File: src/rtl/alu_cmd_sequencer.sv
// Shared ALU types plus a sequencer that runs one ALU command over a stream of
// operand pairs, with credit-limited issue and in-order result forwarding.
package alu_pkg;
   localparam int INT_WIDTH      = 8;
   localparam int NUM_WORD_WIDTH = 10;

   typedef enum logic [2:0] {
      ALU_ADD       = 3'd0,
      ALU_SUB       = 3'd1,
      ALU_MUL       = 3'd2,
      ALU_DIV       = 3'd3,
      ALU_MUL_ACCUM = 3'd4
   } ALU_OP_E;

   typedef struct packed {
      logic                 vld;
      logic [INT_WIDTH-1:0] data;
   } uint_vld_t;

   typedef struct packed {
      logic                      vld;
      logic [2:0]                opcode;
      logic [NUM_WORD_WIDTH-1:0] num_words;
   } alu_cmd_t;
endpackage

module alu_cmd_sequencer
   import alu_pkg::*;
#(
   parameter int MAX_OUTSTANDING = 4,
   parameter int INT_WIDTH       = alu_pkg::INT_WIDTH,
   parameter int NUM_WORD_WIDTH  = alu_pkg::NUM_WORD_WIDTH
) (
   input  logic       clk,
   input  logic       rst,
   input  alu_cmd_t   cmd_i,
   output logic       cmd_rdy_o,
   input  uint_vld_t  opa_i,
   input  uint_vld_t  opb_i,
   output logic       opnd_rdy_o,
   output logic       alu_req_vld_o,
   output logic [2:0] alu_opcode_o,
   output logic [7:0] alu_a_o,
   output logic [7:0] alu_b_o,
   output logic       alu_acc_clr_o,
   input  uint_vld_t  alu_res_i,
   output uint_vld_t  res_o,
   output logic       res_last_o,
   output logic       done_o,
   output logic       busy_o,
   output logic       err_o
);
   typedef enum logic [1:0] {S_IDLE, S_ISSUE, S_DRAIN, S_DONE} state_e;

   localparam logic [3:0]                MAX_OUT = 4'(MAX_OUTSTANDING);
   localparam logic [NUM_WORD_WIDTH-1:0] ONE     = NUM_WORD_WIDTH'(1);

   state_e                    state_q, state_d;
   logic [2:0]                opcode_q, opcode_d;
   logic [NUM_WORD_WIDTH-1:0] num_words_q, num_words_d;
   logic [NUM_WORD_WIDTH-1:0] issue_cnt_q, issue_cnt_d;
   logic [NUM_WORD_WIDTH-1:0] ret_cnt_q, ret_cnt_d;
   logic [3:0]                outstanding_q, outstanding_d;
   logic                      err_q, err_d;
   logic                      req_vld_q, req_vld_d;
   logic [2:0]                alu_op_q, alu_op_d;
   logic [INT_WIDTH-1:0]      a_q, a_d, b_q, b_d;
   logic                      acc_clr_q, acc_clr_d;
   logic                      res_vld_q, res_vld_d;
   logic [INT_WIDTH-1:0]      res_data_q, res_data_d;
   logic                      res_last_q, res_last_d;

   logic pair_acc;
   logic res_take;
   logic ret_last;

   assign pair_acc = opnd_rdy_o && opa_i.vld && opb_i.vld;
   assign res_take = alu_res_i.vld && (outstanding_q != 4'd0);
   assign ret_last = (ret_cnt_q == num_words_q - ONE);

   always_comb begin
      state_d       = state_q;
      opcode_d      = opcode_q;
      num_words_d   = num_words_q;
      issue_cnt_d   = issue_cnt_q;
      ret_cnt_d     = ret_cnt_q;
      outstanding_d = outstanding_q;
      err_d         = err_q;
      req_vld_d     = 1'b0;
      alu_op_d      = alu_op_q;
      a_d           = a_q;
      b_d           = b_q;
      acc_clr_d     = 1'b0;
      res_vld_d     = 1'b0;
      res_data_d    = res_data_q;
      res_last_d    = 1'b0;

      case (state_q)
         S_IDLE: begin
            if (cmd_i.vld) begin
               opcode_d      = cmd_i.opcode;
               num_words_d   = cmd_i.num_words;
               issue_cnt_d   = '0;
               ret_cnt_d     = '0;
               outstanding_d = '0;
               if (cmd_i.opcode > 3'd4) begin
                  err_d   = 1'b1;
                  state_d = S_DONE;
               end else if (cmd_i.num_words == '0) begin
                  state_d = S_DONE;
               end else begin
                  state_d = S_ISSUE;
               end
            end
         end
         S_ISSUE: begin
            if (pair_acc) begin
               req_vld_d   = 1'b1;
               alu_op_d    = opcode_q;
               a_d         = opa_i.data;
               b_d         = opb_i.data;
               acc_clr_d   = (opcode_q == ALU_MUL_ACCUM) && (issue_cnt_q == '0);
               issue_cnt_d = issue_cnt_q + ONE;
               if (issue_cnt_q == num_words_q - ONE) state_d = S_DRAIN;
            end
         end
         S_DRAIN: begin
            if (res_take && ret_last) state_d = S_DONE;
         end
         default: state_d = S_IDLE;
      endcase

      // A result with nothing in flight is spurious: flag it and drop it.
      if (alu_res_i.vld) begin
         if (outstanding_q == 4'd0) begin
            err_d = 1'b1;
         end else begin
            ret_cnt_d = ret_cnt_q + ONE;
            if ((opcode_q != ALU_MUL_ACCUM) || ret_last) begin
               res_vld_d  = 1'b1;
               res_data_d = alu_res_i.data;
               res_last_d = ret_last;
            end
         end
      end

      case ({pair_acc, res_take})
         2'b10:   outstanding_d = outstanding_q + 4'd1;
         2'b01:   outstanding_d = outstanding_q - 4'd1;
         default: ;
      endcase
   end

   always_ff @(posedge clk) begin
      if (rst) begin
         state_q       <= S_IDLE;
         opcode_q      <= '0;
         num_words_q   <= '0;
         issue_cnt_q   <= '0;
         ret_cnt_q     <= '0;
         outstanding_q <= '0;
         err_q         <= 1'b0;
         req_vld_q     <= 1'b0;
         alu_op_q      <= '0;
         a_q           <= '0;
         b_q           <= '0;
         acc_clr_q     <= 1'b0;
         res_vld_q     <= 1'b0;
         res_data_q    <= '0;
         res_last_q    <= 1'b0;
      end else begin
         state_q       <= state_d;
         opcode_q      <= opcode_d;
         num_words_q   <= num_words_d;
         issue_cnt_q   <= issue_cnt_d;
         ret_cnt_q     <= ret_cnt_d;
         outstanding_q <= outstanding_d;
         err_q         <= err_d;
         req_vld_q     <= req_vld_d;
         alu_op_q      <= alu_op_d;
         a_q           <= a_d;
         b_q           <= b_d;
         acc_clr_q     <= acc_clr_d;
         res_vld_q     <= res_vld_d;
         res_data_q    <= res_data_d;
         res_last_q    <= res_last_d;
      end
   end

   assign cmd_rdy_o     = (state_q == S_IDLE);
   assign busy_o        = (state_q != S_IDLE);
   assign done_o        = (state_q == S_DONE);
   assign opnd_rdy_o    = (state_q == S_ISSUE) && (outstanding_q < MAX_OUT);
   assign alu_req_vld_o = req_vld_q;
   assign alu_opcode_o  = alu_op_q;
   assign alu_a_o       = a_q;
   assign alu_b_o       = b_q;
   assign alu_acc_clr_o = acc_clr_q;
   assign res_o         = {res_vld_q, res_data_q};
   assign res_last_o    = res_last_q;
   assign err_o         = err_q;
endmodule
File: config.mk
export PLATFORM = sky130hd
export DESIGN_NAME = alu_cmd_sequencer
export DESIGN_NICKNAME = d
export VERILOG_FILES = /design/src/rtl/alu_cmd_sequencer.sv
export SDC_FILE = /design/constraint.sdc
export NUM_CORES = 1
export LEC_CHECK = 0
export CAP_MARGIN = 5
export CORE_MARGIN = 1.5
export CORE_UTILIZATION = 51
export DETAILED_ROUTE_END_ITERATION = 6
export GPL_TIMING_DRIVEN = 0
export PLACE_DENSITY = 0.84
export SLEW_MARGIN = 20
export SYNTH_ARGS = -nofsm -noshare
export SYNTH_HDL_FRONTEND = slang
export SYNTH_SLANG_ARGS = --single-unit
File: constraint.sdc
create_clock -name clk -period 4.1 [get_ports clk]
set_input_delay 0.615 -clock clk [delete_from_list [all_inputs] [get_ports clk]]
set_output_delay 0.615 -clock clk [all_outputs]
set_load 0.01 [all_outputs]
# Word level (Yosys, flattened, before mapping)
# Index checks and enable logic that the tools add are counted.
[totals]
word_cells = 90
in_bits = 43
regBits = 71
[classes]
n_lt_le_gt_ge = 2
addsub = 5
eq_ne = 13
n_bitwise = 5
n_reduce_logical = 26
mux = 24
[op_table]
columns = ["cell", "count"]
rows = [
  ["2-to-1 mux 10 bit", 6],
  ["adder 10 x 1 -> 10 bit, second input constant", 2],
  ["== test 10 bit", 2],
  ["zero test 10 bit", 2],
  ["case mux 10 bit (2 select lines)", 1],
  ["2-to-1 mux 2 bit", 6],
  ["subtractor 10 x 1 -> 10 bit, second input constant", 1],
  ["2-to-1 mux 4 bit", 2],
  ["inequality test 2 bit, second input constant", 4],
  ["case mux 4 bit (2 select lines)", 1],
  ["2-to-1 mux 1 bit", 7],
  ["== test 2 bit, second input constant", 3],
  ["logical AND 1 bit", 6],
  ["case mux 2 bit (3 select lines)", 1],
  ["AND reduction 2 bit", 3],
  ["AND reduction 3 bit", 2],
  ["nonzero test 3 bit", 2],
  ["OR reduction 3 bit", 2],
  ["NOT 1 bit", 5],
  ["adder 4 x 1 -> 4 bit, second input constant", 1],
  ["== test 2 x 1 -> 1 bit, second input constant", 2],
  ["zero test 4 bit", 1],
  ["less-than comparator 4 x 3 -> 1 bit, second input constant", 1],
  ["AND reduction 4 bit", 1],
  ["10 further kinds", 11],
]

# Depth between registers and ports, before layout
# Gate-level depths: netlist of run 1.
[logic_depth]
word_depth = 7
mapped_depth = 14

# Least setup slack after synthesis of run 1
# No wires, ideal clock.
[synth_timing]
path_type = "reg-to-reg"
startpoint = "register state_q[1]"
endpoint = "register outstanding_q[3]"
arrival_ns = 2.742
setup_slack_ns = 1.226
stages_incl_launch_ff = 15
n_path_buf = 1
setup_ns = 0.132
cell_sequence = "dfxtp_1 -> inv_1 -> ha_1 -> nor3b_1 -> and3_1 -> inv_2 -> clkbuf_1 -> ha_1 -> ha_1 -> a21o_1 -> a21oi_1 -> xnor2_1 -> nor2_1 -> o21ai_0 -> a21oi_1"
[synth_between]
elab_chain_len = 7
word_cells_on_any_way = 11
[synth_rtl]
columns = ["item", "line_no", "rtl"]
rows = [
  ["start: declaration", "58", "state_e state_q, state_d;"],
  ["start signal: assignment", "172", "state_q <= state_d;"],
  ["== test 2 x 1 -> 1 bit (*)", "193", "assign opnd_rdy_o = (state_q == S_ISSUE) && (outstanding_q < MAX_OUT);"],
  ["logical AND 1 bit (*)", "193", ""],
  ["via opnd_rdy_o", "40", "output logic opnd_rdy_o,"],
  ["logical AND 1 bit (*) (2 in a row)", "77", "assign pair_acc = opnd_rdy_o && opa_i.vld && opb_i.vld;"],
  ["== test 2 x 1 -> 1 bit / == test 2 bit (equally long branches)", "147", "case ({pair_acc, res_take})"],
  ["nonzero test 3 bit (no line)", "n/a", ""],
  ["AND reduction 2 bit (no line)", "n/a", ""],
  ["end signal: assignment", "177", "outstanding_q <= outstanding_d;"],
  ["end: declaration", "63", "logic [3:0] outstanding_q, outstanding_d;"],
]
# Mark *: on every way through the listed nets, which the timed path passes. The rest lies on a longest branch.
# A chain may end at the register's enable or synchronous reset.

# Final worst setup path of run 1
[layout_timing]
startpoint = "register outstanding_q[0]"
endpoint = "register outstanding_q[3]"
[layout_between]
elab_chain_len = 7
word_cells_on_any_way = 14
[layout_rtl]
columns = ["item", "line_no"]
rows = [
  ["less-than comparator 4 x 3 -> 1 bit", "193"],
  ["logical AND 1 bit", "193"],
  ["logical AND 1 bit (2 in a row)", "77"],
  ["== test 2 x 1 -> 1 bit / == test 2 bit (equally long branches)", "147"],
  ["nonzero test 3 bit (no line)", "n/a"],
  ["AND reduction 2 bit (no line)", "n/a"],
]
# Parallel ways exist; a longest one is shown, timed or not.

==> reports/summary.log, run 1 <==
qor: outcome.run_status completed
qor: clock_tree.post_cts_hold_buffer_count 0
qor: worst_setup_path.worst_path_largest_cell_delay 770 ps
qor: synth.ys_async_sr_fraction 0%
qor: cells_and_area.fin_util 69.69%
qor: timing.rsz0062_at_grt no
qor: synth.yosysTopAreaCellShare 39.32%
qor: power_and_ir_drop.share_seq_of_total_power 35.4%
qor: worst_setup_path.crit_buf_inv 2
qor: grt.grt.overflow.total 0
qor: grt.grtUsageTotal 26.28%
qor: timing.total_negative_slack 0 ps
qor: cells_and_area.finalNetCount 592
qor: clock_tree.clkTransAtPathRegs 80 ps
qor: clock_tree.htree_num_levels 3
qor: drt.drt_drc_violations_left 0
qor: worst_setup_path.crit_fanout 10
qor: worst_setup_path.worst-endpoint-arrival 3850 ps
qor: timing.time_the_final_worst_path_needs_with_i_o_delays_and_setup 3636 ps
qor: worst_setup_path.critPathSlowestCell sky130_fd_sc_hd__o41ai_1
qor: timing.slew-limit-headroom 47.61%
qor: synth.synthesis.area_per_instance 8.087 sq um
qor: synth.seq_area_frac_synth 39.32%
qor: synth.unique_masters_post_synth 53
qor: power_and_ir_drop.internal-power 1.489 mW
qor: drt.ant_nets 0
qor: timing.hold_viol 0
qor: synth.yosysWarningCount 0
qor: synth.synth.mux.area_fraction 2.804%
qor: synth.synth_enable_flop_cells 0
qor: clock_tree.clk_path_buf_depth 2
qor: placement.place.detailed.hpwl 6631 microns
qor: power_and_ir_drop.switching_power_of_the_nets 0.7082 mW
qor: drt.wl_per_cell 14.52 microns
qor: cells_and_area.syn2layout_area_growth 31.71%
qor: clock_tree.cts_inserted_buffers 9
qor: power_and_ir_drop.total_power 2.198 mW
qor: cells_and_area.fin_area 4761 sq um
qor: synth.synthesis.nets 504
qor: power_and_ir_drop.leakagePower 1.810 nW
qor: worst_setup_path.worst_ep_required_time 4310 ps
qor: clock_tree.clock_latency 350 ps
qor: synth.dominantRegCellSynth sky130_fd_sc_hd__dfxtp_1
qor: power_and_ir_drop.power_density 461.6 nW/um^2
qor: timing.fmax 0.2750 GHz
qor: grt.grt_first_pass_wirelength 15,620 microns
qor: power_and_ir_drop.part_of_the_power_in_the_clock_network 32.0%
qor: grt.grt_start_max_net_pins 13
qor: power_and_ir_drop.switching_share 32.22%
qor: clock_tree.cts-root-buf sky130_fd_sc_hd__clkbuf_8
qor: cells_and_area.drive_above_1_share 5.556%
qor: die.num_rows 30
qor: drt.viasPerCell 5.516
qor: timing.skew 7.490 ps
qor: synth.most_frequent_cell_after_synthesis sky130_fd_sc_hd__nand2_1
qor: placement.post_dp_cell_area 4506 sq um
qor: worst_setup_path.worst_setup_path_end_kind flop
qor: clock_tree.numClockSinks 71
qor: synth.synth.area.top_cells sky130_fd_sc_hd__dfxtp_1, sky130_fd_sc_hd__nand2_1, sky130_fd_sc_hd__a21oi_1, sky130_fd_sc_hd__nor2_1, sky130_fd_sc_hd__ha_1
qor: die.die_area 7602 sq um
qor: synth.synthAdderAreaFrac 5.054%
qor: clock_tree.tritoncts done
qor: cells_and_area.final-instance-count-excl-fill 636
qor: worst_setup_path.critical_path.cell_chain o41ai_1 > clkbuf_1 > clkinv_1 > ha_1 > ha_1 > a21o_1 > a21oi_1 > xnor2_1 > nor2_1 > o21ai_0 > a21oi_1
qor: cells_and_area.filler_cell_count 545
qor: synth.synth_xor_area_share 9.000%
qor: synth.synth-simple-area-share 24.89%
qor: cells_and_area.num_antenna_cells 0
qor: drt.drt-initial-drc-count 218
qor: timing.timing.final.ws_setup 464.0 ps
qor: synth.ys_seq_elements 71
qor: worst_setup_path.critPathTopFamily compound AO/OA/AOI/OAI gates
qor: placement.place_ws 604.0 ps
qor: placement.buffer_ports.inserted 77
qor: timing.setup_viol_count_final 0
qor: clock_tree.cts_post_setup_buffers_inserted 0
qor: worst_setup_path.timing.critical_path.from_type flop
qor: die.floorplan.core_area 6832 sq um
qor: die.die_width 87.19 microns
qor: grt.grt_antenna_before_repair 0
qor: hold_path.worstHoldPathType flop to flop
qor: drt.drt_wl_total 9232 microns
qor: synth.synthDominantAreaCellType sky130_fd_sc_hd__dfxtp_1
qor: synth.synthTopCellsByCount sky130_fd_sc_hd__nand2_1, sky130_fd_sc_hd__dfxtp_1, sky130_fd_sc_hd__a21oi_1, sky130_fd_sc_hd__nor2_1, sky130_fd_sc_hd__clkbuf_1
qor: die.design.portCount 79
qor: drt.vias 3,508
qor: clock_tree.ctsResizeCount 0
qor: synth.synthesis.area 3615 sq um
qor: power_and_ir_drop.power_frac_comb 32.5%
qor: worst_setup_path.critical_path_class flop to flop
qor: placement.gp_congestion 0.8655
qor: power_and_ir_drop.vdd_drop_max 0.3339 mV
qor: synth.compound_gate_fraction_of_synth_area 14.50%
qor: timing.worst_pin_slew 779.9 ps
qor: synth.syn_inst 447
qor: die.die-height 87.19 microns
qor: placement.dp.cells 620
qor: flow_run.timing.max_cap.violations 0
qor: timing.report.final.slew_viol_count 0
qor: synth.dominant_combinational_cell_family_by_area_after_synthesis simple AND/OR/NAND/NOR gates
qor: timing.final_hold_slack 456.3 ps
qor: drt.drt_pass1_iterations 5
qor: timing.period_share 88.68%
qor: die.initial_utilization 52.91%
qor: grt.first_global_vias 3,301
-- power groups by stage --
stage | clock [mW] | combinational (mW) | sequential, mW
2_1_floorplan | 0 | 0.473 | 0.791
3_3_place_gp | 0 | 0.685 | 0.789
3_5_place_dp | 0 | 0.703 | 0.793
4_1_cts | 0.708 | 0.710 | 0.777
5_1_grt | 0.742 | 0.781 | 0.786
6_report | 0.704 | 0.715 | 0.778
-- per-layer routing --
metal / GRT usage [%] / vias up / part of all wire (%)
li1: - / 1700 / -
met5: 0 / - / 0
met1: 34.46 / 1653 / 44
met2: 42.64 / 140 / 47
met4: 8.658 / 0 / 1.6
met3: 6.351 / 15 / 6.7
-- path summary, 6_finish.rpt --
path,from,to,slack [ps],cells after the start
setup / recovery,outstanding_q[0],outstanding_q[3],460,11
setup reg to reg,outstanding_q[0],outstanding_q[3],460,11
hold reg to reg,alu_b_o[4],alu_b_o[4],460,2
hold / removal,alu_b_o[4],alu_b_o[4],460,2
-- layout by cell type (no fill, tap or decap), drive strengths merged, types with 4 or more instances in the layout --
| cell type | synthesis | layout |
|---|---|---|
| nor3b | 5 | 5 |
| or4 | 4 | 4 |
| o21ai | 12 | 12 |
| nor4 | 4 | 4 |
| nand2 | 83 | 83 |
| ha | 13 | 13 |
| inv | 9 | 9 |
| o21a | 4 | 4 |
| mux2i | 9 | 9 |
| buf | 6 | 6 |
| nor2 | 48 | 48 |
| or3 | 5 | 5 |
| xor2 | 16 | 16 |
| xnor2 | 16 | 16 |
| a31oi | 4 | 4 |
| clkbuf | 22 | 33 |
| dfxtp | 71 | 71 |
| nand3 | 9 | 9 |
| a21oi | 51 | 51 |
| clkdlybuf4s50 | 0 | 77 |
| nand4 | 5 | 5 |
| and3 | 5 | 5 |
| nor3 | 12 | 12 |
-- cells by family (layout without fill, tap and decap cells) --
kind of cell    Yosys count  count (layout)
fa+ha+maj                14              14
buf+inv                  38             131
simple gates            191             191
compound gates           89              89
mux                      10              10
xor+xnor                 34              34
flops                    71              71
-- cell type report --
class | count | area, sq um | area share [%]
Clock buffer | 11 | 151.4 | 3.180
Clock inverter | 5 | 103.9 | 2.181
Tap cell | 96 | 120.1 | 2.523
Timing Repair Buffer | 77 | 770.7 | 16.19
Inverter | 10 | 37.54 | 0.7884
Sequential cell | 71 | 1421 | 29.86
Multi-Input combinational cell | 338 | 2033 | 42.71
Buffer | 28 | 122.6 | 2.576
-- worst register-to-register path: cells and delay by family, from the launching register on --
| family | cells | cell delay, ps |
|---|---|---|
| compound gates | 5 | 1400 |
| buf+inv | 2 | 770 |
| fa+ha+maj | 2 | 710 |
| flops | 1 | 400 |
| xor+xnor | 1 | 180 |
| simple gates | 1 | 60 |
-- state kept, by name, summed over array words and instances (netlist names), 4 cells and up --
signal and flops:
ret_cnt_q 10, issue_cnt_q 10, alu_b_o 8, res_data_q 8, alu_a_o 8, outstanding_q 4
num_words_q 10
Note: power is estimated with default switching activity, not from simulation.
==> run 2: changes to the inputs <==
GPL_ROUTABILITY_DRIVEN = 0   (was unset)
==> results of run 2 <==
The final DEF is identical to that of run 1; final timing and power are the same.
==> run 3: changes to the inputs <==
ABC_AREA = 1   (was unset)
CAP_MARGIN = unset   (was 5)
==> run 3 against run 2 <==
Area after synthesis rose by 4.6%. Sequential power rose by 7.6%. Clock skew rose by 2.3 ps. Maximum frequency rose by 32%. Total power rose by 19%. Worst hold slack improved by 46 ps. Clock power rose by 7.7%. Via count rose by 12%. Die area rose by 4.4%. Critical path type unchanged. Largest cell class unchanged. Highest routed layer unchanged.
==> reports/summary.log, run 3 <==
qor: synth.synth_enable_flop_cells 0 [unchanged]
qor: synth.most_frequent_cell_after_synthesis sky130_fd_sc_hd__nor2_1 [was sky130_fd_sc_hd__nand2_1]
qor: cells_and_area.mostFrequentLayoutCells sky130_fd_sc_hd__nor2_1, sky130_fd_sc_hd__nand2_1, sky130_fd_sc_hd__clkdlybuf4s50_1 [was sky130_fd_sc_hd__nand2_1, sky130_fd_sc_hd__clkdlybuf4s50_1, sky130_fd_sc_hd__dfxtp_1]
qor: clock_tree.post_cts_hold_buffer_count 0 [unchanged]
qor: drt.wl_per_cell 14.74 microns [was 14.52 microns]
qor: worst_setup_path.timing.critical_path.from_type flop [unchanged]
qor: grt.grt_antenna_before_repair 0 [unchanged]
qor: worst_setup_path.launch_point_of_the_critical_path state_q[1] [was outstanding_q[0]]
qor: synth.synthDominantAreaCellType sky130_fd_sc_hd__dfxtp_1 [unchanged]
qor: die.design.portCount 79 [unchanged]
qor: worst_setup_path.r2r_path_start state_q[1] [was outstanding_q[0]]
qor: power_and_ir_drop.part_of_the_power_in_the_clock_network 29.0% [was 32.0%]
qor: synth.dominantRegCellSynth sky130_fd_sc_hd__dfxtp_1 [unchanged]
qor: timing.total_negative_slack 0 ps [unchanged]
qor: placement.post_dp_cell_area 4686 sq um [was 4506 sq um]
qor: worst_setup_path.worst-endpoint-arrival 3030 ps [was 3850 ps]
qor: die.num_rows 31 [was 30]
qor: synth.ys_seq_elements 71 [unchanged]
qor: synth.syn_inst 535 [was 447]
qor: synth.synth.area.top_cells sky130_fd_sc_hd__dfxtp_1, sky130_fd_sc_hd__nor2_1, sky130_fd_sc_hd__nand2_1, sky130_fd_sc_hd__inv_1, sky130_fd_sc_hd__nand3_1 [was sky130_fd_sc_hd__dfxtp_1, sky130_fd_sc_hd__nand2_1, sky130_fd_sc_hd__a21oi_1, sky130_fd_sc_hd__nor2_1, sky130_fd_sc_hd__ha_1]
qor: clock_tree.clk_path_buf_depth 2 [unchanged]
qor: worst_setup_path.worst_ep_required_time 4380 ps [was 4310 ps]
qor: hold_path.worstHoldPathType flop to flop [unchanged]
qor: die.die_area 7940 sq um [was 7602 sq um]
qor: clock_tree.clock_latency 350 ps [about the same]
qor: worst_setup_path.worst_setup_path_end_kind flop [unchanged]
qor: cells_and_area.num_antenna_cells 0 [unchanged]
qor: drt.vias 3,919 [was 3,508]
qor: timing.fmax 0.3628 GHz [was 0.2750 GHz]
qor: cells_and_area.final-instance-count-excl-fill 728 [was 636]
qor: cells_and_area.finalNetCount 681 [was 592]
qor: placement.place.detailed.hpwl 8189 microns [was 6631 microns]
qor: clock_tree.ctsResizeCount 0 [unchanged]
qor: drt.drt-initial-drc-count 243 [was 218]
qor: cells_and_area.fin_area 4956 sq um [was 4761 sq um]
qor: timing.skew 9.827 ps [was 7.490 ps]
qor: cells_and_area.biggestRegsByFlops issue_cnt_q: 10 flops, num_words_q: 10 flops, ret_cnt_q: 10 flops [unchanged]
qor: power_and_ir_drop.internal-power 1.634 mW [was 1.489 mW]
qor: drt.viasPerCell 5.383 [was 5.516]
qor: flow_run.timing.max_cap.violations 0 [unchanged]
qor: cells_and_area.syn2layout_area_growth 31.07% [was 31.71%]
qor: timing.final_hold_slack 502.0 ps [was 456.3 ps]
qor: clock_tree.htree_num_levels 3 [unchanged]
qor: clock_tree.cts-root-buf sky130_fd_sc_hd__clkbuf_8 [unchanged]
qor: timing.rsz0062_at_grt no [unchanged]
qor: die.die_width 89.11 microns [was 87.19 microns]
qor: timing.slew-limit-headroom 60.84% [was 47.61%]
qor: drt.ant_nets 0 [unchanged]
qor: placement.buffer_ports.inserted 78 [was 77]
qor: synth.synthesis.area_per_instance 7.068 sq um [was 8.087 sq um]
qor: hold_path.worstHoldStart issue_cnt_q[1] [was alu_b_o[4]]
qor: die.floorplan.core_area 7214 sq um [was 6832 sq um]
qor: grt.grt_start_max_net_pins 13 [unchanged]
qor: synth.yosysTopAreaCellShare 37.59% [was 39.32%]
qor: power_and_ir_drop.share_seq_of_total_power 32.0% [was 35.4%]
qor: power_and_ir_drop.switching_share 37.51% [was 32.22%]
qor: drt.drt_wl_total 10,730 microns [was 9232 microns]
qor: timing.worst_pin_slew 587.4 ps [was 779.9 ps]
qor: power_and_ir_drop.power_frac_comb 39.0% [was 32.5%]
qor: drt.drt_drc_violations_left 0 [unchanged]
qor: synth.synthesis.area 3781 sq um [was 3615 sq um]
qor: outcome.run_status completed [unchanged]
qor: worst_setup_path.critical_path_class flop to flop [unchanged]
qor: clock_tree.cts_post_setup_buffers_inserted 0 [unchanged]
qor: drt.drt_pass1_iterations 5 [unchanged]
qor: cells_and_area.drive_above_1_share 8.108% [was 5.556%]
qor: timing.period_share 67.23% [was 88.68%]
qor: grt.first_global_vias 3,907 [was 3,301]
qor: grt.grt.overflow.total 0 [unchanged]
qor: power_and_ir_drop.switching_power_of_the_nets 0.9808 mW [was 0.7082 mW]
qor: placement.dp.cells 712 [was 620]
qor: clock_tree.cts_inserted_buffers 9 [unchanged]
qor: synth.ys_async_sr_fraction 0% [unchanged]
qor: die.initial_utilization 52.41% [was 52.91%]
qor: clock_tree.clkTransAtPathRegs 80 ps [about the same]
qor: synth.synthTopCellsByCount sky130_fd_sc_hd__nor2_1, sky130_fd_sc_hd__nand2_1, sky130_fd_sc_hd__dfxtp_1, sky130_fd_sc_hd__inv_1, sky130_fd_sc_hd__nand3_1 [was sky130_fd_sc_hd__nand2_1, sky130_fd_sc_hd__dfxtp_1, sky130_fd_sc_hd__a21oi_1, sky130_fd_sc_hd__nor2_1, sky130_fd_sc_hd__clkbuf_1]
qor: synth.seq_area_frac_synth 37.59% [was 39.32%]
qor: timing.time_the_final_worst_path_needs_with_i_o_delays_and_setup 2756 ps [was 3636 ps]
qor: timing.hold_viol 0 [unchanged]
qor: grt.grt_first_pass_wirelength 17,640 microns [was 15,620 microns]
qor: clock_tree.tritoncts done [unchanged]
qor: die.die-height 89.11 microns [was 87.19 microns]
qor: cells_and_area.mostFrequentLayoutCell sky130_fd_sc_hd__nor2_1 [was sky130_fd_sc_hd__nand2_1]
qor: worst_setup_path.crit_fanout 10 [unchanged]
qor: power_and_ir_drop.power_density 527.6 nW/um^2 [was 461.6 nW/um^2]
qor: timing.setup_viol_count_final 0 [unchanged]
qor: power_and_ir_drop.vdd_drop_max 0.2808 mV [was 0.3339 mV]
qor: synth.yosysWarningCount 0 [unchanged]
qor: timing.report.final.slew_viol_count 0 [unchanged]
qor: grt.grtUsageTotal 29.31% [was 26.28%]
qor: power_and_ir_drop.leakagePower 2.066 nW [was 1.810 nW]
qor: synth.synthesis.nets 592 [was 504]
qor: power_and_ir_drop.total_power 2.615 mW [was 2.198 mW]
qor: clock_tree.numClockSinks 71 [unchanged]
qor: synth.unique_masters_post_synth 42 [was 53]
## run 3: cells by family (layout without fill, tap and decap cells)
logic type | count (synthesis) | in the layout | share of synthesized area (%)
AOI/OAI and AO/OA | 102 | 102 | 15.16
xor gates and xnor gates | 4 | 4 | 1.324
adders and majority gates | 14 | 14 | 4.831
buffers and inverters | 76 | 170 | 7.710
DFF | 71 | 71 | 37.59
and+or+nand+nor | 268 | 268 | 33.39
## run 3: per-layer routing
layer  global-route usage [%]  wire length [microns]
met1                    32.44                   4328
met2                    50.24                   5172
met3                    10.53                    910
met4                    13.57                    320
met5                        0                      0
## run 3: worst paths after layout
check / end / slack (ps) / cells after the start
worst min register to register: issue_cnt_q[1] / 500 / 2
worst max register to register: outstanding_q[3] / 1340 / 13
worst min-delay path: issue_cnt_q[1] / 500 / 2
worst max-delay path: outstanding_q[3] / 1340 / 13
## run 3: power by group through the flow
| stage | Clock, mW | Combinational, mW | Sequential [mW] |
|---|---|---|---|
| floorplan | 0 | 0.705 | 0.848 |
| global placement | 0 | 0.968 | 0.844 |
| detailed placement | 0 | 1.00 | 0.848 |
| CTS | 0.761 | 1.01 | 0.835 |
| global route | 0.794 | 1.14 | 0.847 |
| finish | 0.758 | 1.02 | 0.837 |
## run 3: critical path: stages (launching register included)
cell and delay, ps:
sky130_fd_sc_hd__dfxtp_1 420, sky130_fd_sc_hd__inv_1 90, sky130_fd_sc_hd__ha_1 250, sky130_fd_sc_hd__nand2_2 120, sky130_fd_sc_hd__nor2_4 60, sky130_fd_sc_hd__inv_1 110, sky130_fd_sc_hd__clkbuf_1 380, sky130_fd_sc_hd__ha_1 370
sky130_fd_sc_hd__ha_1 330, sky130_fd_sc_hd__a21oi_1 140, sky130_fd_sc_hd__nand2_1 80, sky130_fd_sc_hd__xnor2_1 140, sky130_fd_sc_hd__nand2_1 60, sky130_fd_sc_hd__a21oi_1 120
## run 3: cell type report
type,instances,area (sq um)
Multi-Input combinational cell,388,2068
Tap cell,99,123.9
Fill cell,616,2258
Buffer,13,52.55
Clock inverter,5,128.9
Inverter,63,239.0
Clock buffer,11,141.4
Sequential cell,71,1421
Timing Repair Buffer,78,780.7
## run 3: stage by stage
stage | utilization [%] | setup WS (ps)
floorplan | - | 1815
global placement | 64.95 | 1080
detailed placement | 64.95 | 980.8
CTS | 68.70 | 1327
global route | 68.70 | 1064
finish | 68.70 | 1344
